### src/rtl/gcd_arbiter.sv
// Round-robin front end that shares one iterative GCD core among N_REQ requesters.
// Zero-operand requests are answered directly because the core never finishes on them.
module gcd_arbiter #(
  parameter int N_REQ = 4,
  parameter int WIDTH = 8,
  parameter int ID_W  = $clog2(N_REQ)
) (
  input  logic                   clk,
  input  logic                   rst,
  input  logic [N_REQ-1:0]       req_valid,
  input  logic [N_REQ*WIDTH-1:0] req_x,
  input  logic [N_REQ*WIDTH-1:0] req_y,
  output logic [N_REQ-1:0]       req_ready,
  output logic                   rsp_valid,
  output logic [ID_W-1:0]        rsp_id,
  output logic [WIDTH-1:0]       rsp_data,
  input  logic                   rsp_ready,
  output logic                   core_go,
  output logic [WIDTH-1:0]       core_x,
  output logic [WIDTH-1:0]       core_y,
  input  logic                   core_done,
  input  logic [WIDTH-1:0]       core_result,
  output logic                   busy
);

  localparam int SW = ID_W + 1;

  typedef enum logic [1:0] {S_IDLE, S_ISSUE, S_RESP, S_RELEASE} state_t;

  state_t           state;
  logic [ID_W-1:0]  rr_ptr;
  logic             used_core;

  logic             grant_vld;
  logic [ID_W-1:0]  grant_id;
  logic [WIDTH-1:0] grant_x;
  logic [WIDTH-1:0] grant_y;
  logic [SW-1:0]    scan_sum;
  logic [ID_W-1:0]  scan_idx;

  // Scan from the farthest offset down so the nearest valid requester to rr_ptr wins.
  always_comb begin
    grant_vld = 1'b0;
    grant_id  = '0;
    grant_x   = '0;
    grant_y   = '0;
    scan_sum  = '0;
    scan_idx  = '0;
    for (int k = N_REQ - 1; k >= 0; k--) begin
      scan_sum = {1'b0, rr_ptr} + SW'(k);
      if (scan_sum >= SW'(N_REQ)) scan_sum = scan_sum - SW'(N_REQ);
      scan_idx = scan_sum[ID_W-1:0];
      if (req_valid[scan_idx]) begin
        grant_vld = 1'b1;
        grant_id  = scan_idx;
        grant_x   = req_x[scan_idx*WIDTH +: WIDTH];
        grant_y   = req_y[scan_idx*WIDTH +: WIDTH];
      end
    end
  end

  assign req_ready = (state == S_IDLE && grant_vld) ? (N_REQ'(1) << grant_id) : '0;
  assign busy      = (state != S_IDLE);

  always_ff @(posedge clk or negedge rst) begin
    if (!rst) begin
      state     <= S_IDLE;
      rr_ptr    <= '0;
      used_core <= 1'b0;
      core_go   <= 1'b0;
      core_x    <= '0;
      core_y    <= '0;
      rsp_valid <= 1'b0;
      rsp_id    <= '0;
      rsp_data  <= '0;
    end else begin
      case (state)
        S_IDLE: begin
          if (grant_vld) begin
            rsp_id <= grant_id;
            rr_ptr <= (grant_id == ID_W'(N_REQ - 1)) ? '0 : grant_id + 1'b1;
            if (grant_x == '0 || grant_y == '0) begin
              rsp_data  <= grant_x | grant_y;
              used_core <= 1'b0;
              rsp_valid <= 1'b1;
              state     <= S_RESP;
            end else begin
              core_x    <= grant_x;
              core_y    <= grant_y;
              used_core <= 1'b1;
              core_go   <= 1'b1;
              state     <= S_ISSUE;
            end
          end
        end
        S_ISSUE: begin
          if (core_done) begin
            rsp_data  <= core_result;
            core_go   <= 1'b0;
            rsp_valid <= 1'b1;
            state     <= S_RESP;
          end
        end
        S_RESP: begin
          if (rsp_ready) begin
            rsp_valid <= 1'b0;
            state     <= used_core ? S_RELEASE : S_IDLE;
          end
        end
        // The core must drop done before it can see the next go.
        S_RELEASE: begin
          if (!core_done) state <= S_IDLE;
        end
        default: state <= S_IDLE;
      endcase
    end
  end

endmodule
### config.mk
export PLATFORM = sky130hd
export DESIGN_NAME = gcd_arbiter
export DESIGN_NICKNAME = d
export VERILOG_FILES = /design/src/rtl/gcd_arbiter.sv
export SDC_FILE = /design/constraint.sdc
export NUM_CORES = 1
export LEC_CHECK = 0
export CELL_PAD_IN_SITES_DETAIL_PLACEMENT = 0
export CELL_PAD_IN_SITES_GLOBAL_PLACEMENT = 1
export CORE_MARGIN = 2
export CORE_UTILIZATION = 50
export CTS_BUF_LIST = sky130_fd_sc_hd__clkbuf_2 sky130_fd_sc_hd__clkbuf_4 sky130_fd_sc_hd__clkbuf_8
export DETAILED_ROUTE_END_ITERATION = 10
export DONT_BUFFER_PORTS = 1
export HOLD_SLACK_MARGIN = 0.1
export PLACE_DENSITY = 0.94
export SYNTH_ARGS = -nofsm -noshare
export SYNTH_HDL_FRONTEND = slang
export SYNTH_SLANG_ARGS = --single-unit
### constraint.sdc
create_clock -name clk -period 3.57 [get_ports clk]
set_input_delay 0.1785 -clock clk [delete_from_list [all_inputs] [get_ports clk]]
set_output_delay 0.1785 -clock clk [all_outputs]
set_load 0.005 [all_outputs]
==> qor.csv <==
metric,value,unit
Worst-path clk slew,70,ps
Avg WL per Cell,21.99,um
Final Critical Period,3427,ps
CP Capture Type,flop,
Worst-Skew Late Latency,290,ps
Switching Fraction,0.4555,
clock root buffer,clkbuf_8,
global-route wire length before repair,18460,um
RePlAce Congestion,0.9070,
Area contributors post-synth,"dfrtp_1 (21%), mux4_2 (15%), mux2i_1 (11%)",
sequential share of the synthesized area,0.2083,
list of most frequent post-synthesis cells,"mux2i_1 (42), nand2_1 (42), a21oi_1 (35)",
crit-path max FO,19,
crit path kind,reg2reg,
FP Rows,32,
CTS max path bufs,2,
busiest grt layer,met2,
largest net degree at the start of global routing,54,
Synth area leader,dfrtp_1,
final cell utilization of the core,0.5558,
TritonRoute pass-1 iters,4,
final setup margin,143.3,ps
GR Util met2,0.4366,
switching pwr,1.754,mW
"Cell Area, Synth",3964,um^2
Core ar.,7687,um^2
number of library cell types mapped by synthesis,55,
Max transition margin,0.6334,
number of synthesized flops with an enable pin,0,
Hold WC Path Type,in2reg,
critical path launch point type,flop,
Port Buffers,0,
Die ar.,8656,um^2
Pleak,1.664,nW
post-synthesis async set-or-reset flop share,1.000,
Int Pwr,2.097,mW
Setup-failing EPs final,0,
post-route clock skew,9.406,ps
met3 usage,0.06769,
vias per inst,6.824,
final-layout fill cell count,700,
die height,93.04,um
actual slew at the worst max-slew pin,549.9,ps
top_reg_cell synth,dfrtp_1,
pre-CTS setup slack,-24.41,ps
status,finished clean,
FMAX,0.2918,GHz
CTS sink count,33,
vias in the first global route,3462,
DPL Wire Length,8454,um
GR Util met1,0.3575,
initial drt markers,322,
post-synthesis cell count,428,
Logic pwr share,0.696,
diode count,0,
Non-Filler Instances,535,
CTS tree,done,
Final TNS setup,0,ps
Critical Path AT,3600,ps
cts bufs inserted,5,
Final #Nets,516,
layout cells sized above 1,0.2610,
Final Hold Fails,0,
period utilization,0.9599,
multi-input logic area,2811,um^2
maximum VDD drop,0.0004166,V
Max-Cap Viols,0,
initial antenna violation count,0,
initial core utilization,0.5156,
Sequential Power Share,0.206,
Clock Power Share,0.098,
Die X,93.04,um
"Net Count, Synth",512,
critical path required time,3740,ps
Ports,113,
syn_area_per_cell,9.261,um^2
Yosys top cell area share,0.2083,
gr usage total,0.2671,
Min Hold Slack,114.7,ps
storage element area,833.3,um^2
Final Max Slew Viols,0,
Seq cells post-synth,33,
Syn. warnings,0,
DR vias,3651,
DRC Markers,0,
WL final,11770,um
Post-Place Cells,514,
Layout area overhead,7.797,%
GR Overflow Total,0,
H-tree Lvls,2,
power per cell area,901.3,nW/um^2
Detail Route Antenna Nets,0,
==> per-layer routing <==
metal / vias to the layer above / routed length, um
met5: - / 0
met3: 18 / 1181
met2: 205 / 5701
met1: 1786 / 4672
li1: 1642 / -
met4: 0 / 211
==> cell families (layout without fill, tap and decap cells) <==
| group | Yosys count | in the layout | share of synthesized area |
|---|---|---|---|
| DFF | 33 | 33 | 0.2083 |
| muxes | 100 | 100 | 0.3513 |
| buffers and inverters | 50 | 55 | 0.08554 |
| AOI/OAI and AO/OA | 115 | 115 | 0.1824 |
| adders and majority gates | 4 | 4 | 0.01263 |
| and+or+nand+nor | 126 | 126 | 0.1597 |
==> power groups by stage <==
stage               clock network, mW  logic [mW]  registers [mW]
detailed placement                  0        2.52           0.809
global placement                    0        2.46           0.799
floorplan                           0        2.15           0.681
CTS                             0.380        2.56           0.803
finish                          0.376        2.68           0.794
global route                    0.395        2.90           0.818
==> area by class of cell <==
cell class                      count  share of cell area
Sequential cell                    33              0.1950
Multi-Input combinational cell    345              0.6580
Clock buffer                        7             0.02108
Timing Repair Buffer               33             0.07672
Inverter                           14             0.01230
Clock inverter                      1            0.007028
Tap cell                          102             0.02987
==> sequential cells by signal, indices dropped and copies added, names as in the netlist, 2 cells and up <==
register	flops
state	2
rsp_id	2
rr_ptr	2
core_y	8
rsp_data	8
core_x	8
==> worst max-delay path: stages (launching register included) <==
cell and delay (ps):
dfrtp_4 570, mux4_2 740, and2_1 220, a31oi_1 130, o21ai_1 130, or4_1 570, nor2_2 150, or2_1 130
buf_4 280, mux2_2 380
==> worst paths after layout <==
kind	from	cells past startpoint	end	slack [ps]
max in group asynchronous	rst	2	rr_ptr[0]	3030
min in group asynchronous	rst	2	rsp_data[4]	340
worst max-delay path	rr_ptr[0]	9	core_y[2]	140
worst min register to register	used_core	2	used_core	530
worst max register to register	rr_ptr[0]	9	core_y[2]	140
worst min-delay path	core_result[7]	2	rsp_data[7]	110
==> what timing repair did <==
action	CTS	global route
setup buffers	0	9
gates cloned	0	1
pin swaps	0	2
resized for setup	1	2
hold endpoints to repair	34	0
setup endpoints to repair	14	15
hold buffers	3	0
==> cell usage in the layout, fill, tap and decap left out, drive strengths merged, types with 2 or more instances in the layout <==
cell and n:
a21o 2, a21oi 38, a31oi 14, a32o 3
a32oi 6, and2 2, and3 4, buf 30
clkbuf 8, dfrtp 33, dlygate4sd3 2, ha 4
inv 14, mux2 32, mux2i 42, mux4 26
nand2 42, nand2b 4, nand3 19, nand3b 5
nand4 3, nor2 29, nor3 2, nor3b 2
o211ai 2, o21ai 32, o221ai 5, o22ai 5
or3b 2, or4 4, or4b 2
==> metrics by stage <==
step | cell area (um^2) | power [mW]
5_1_grt | 4273 | 4.112
4_1_cts | 4168 | 3.746
6_report | 4273 | 3.851
3_5_place_dp | 4000 | 3.334
3_3_place_gp | 4000 | 3.257
2_1_floorplan | 3964 | 2.834
Power figures use the tool's default switching activity.
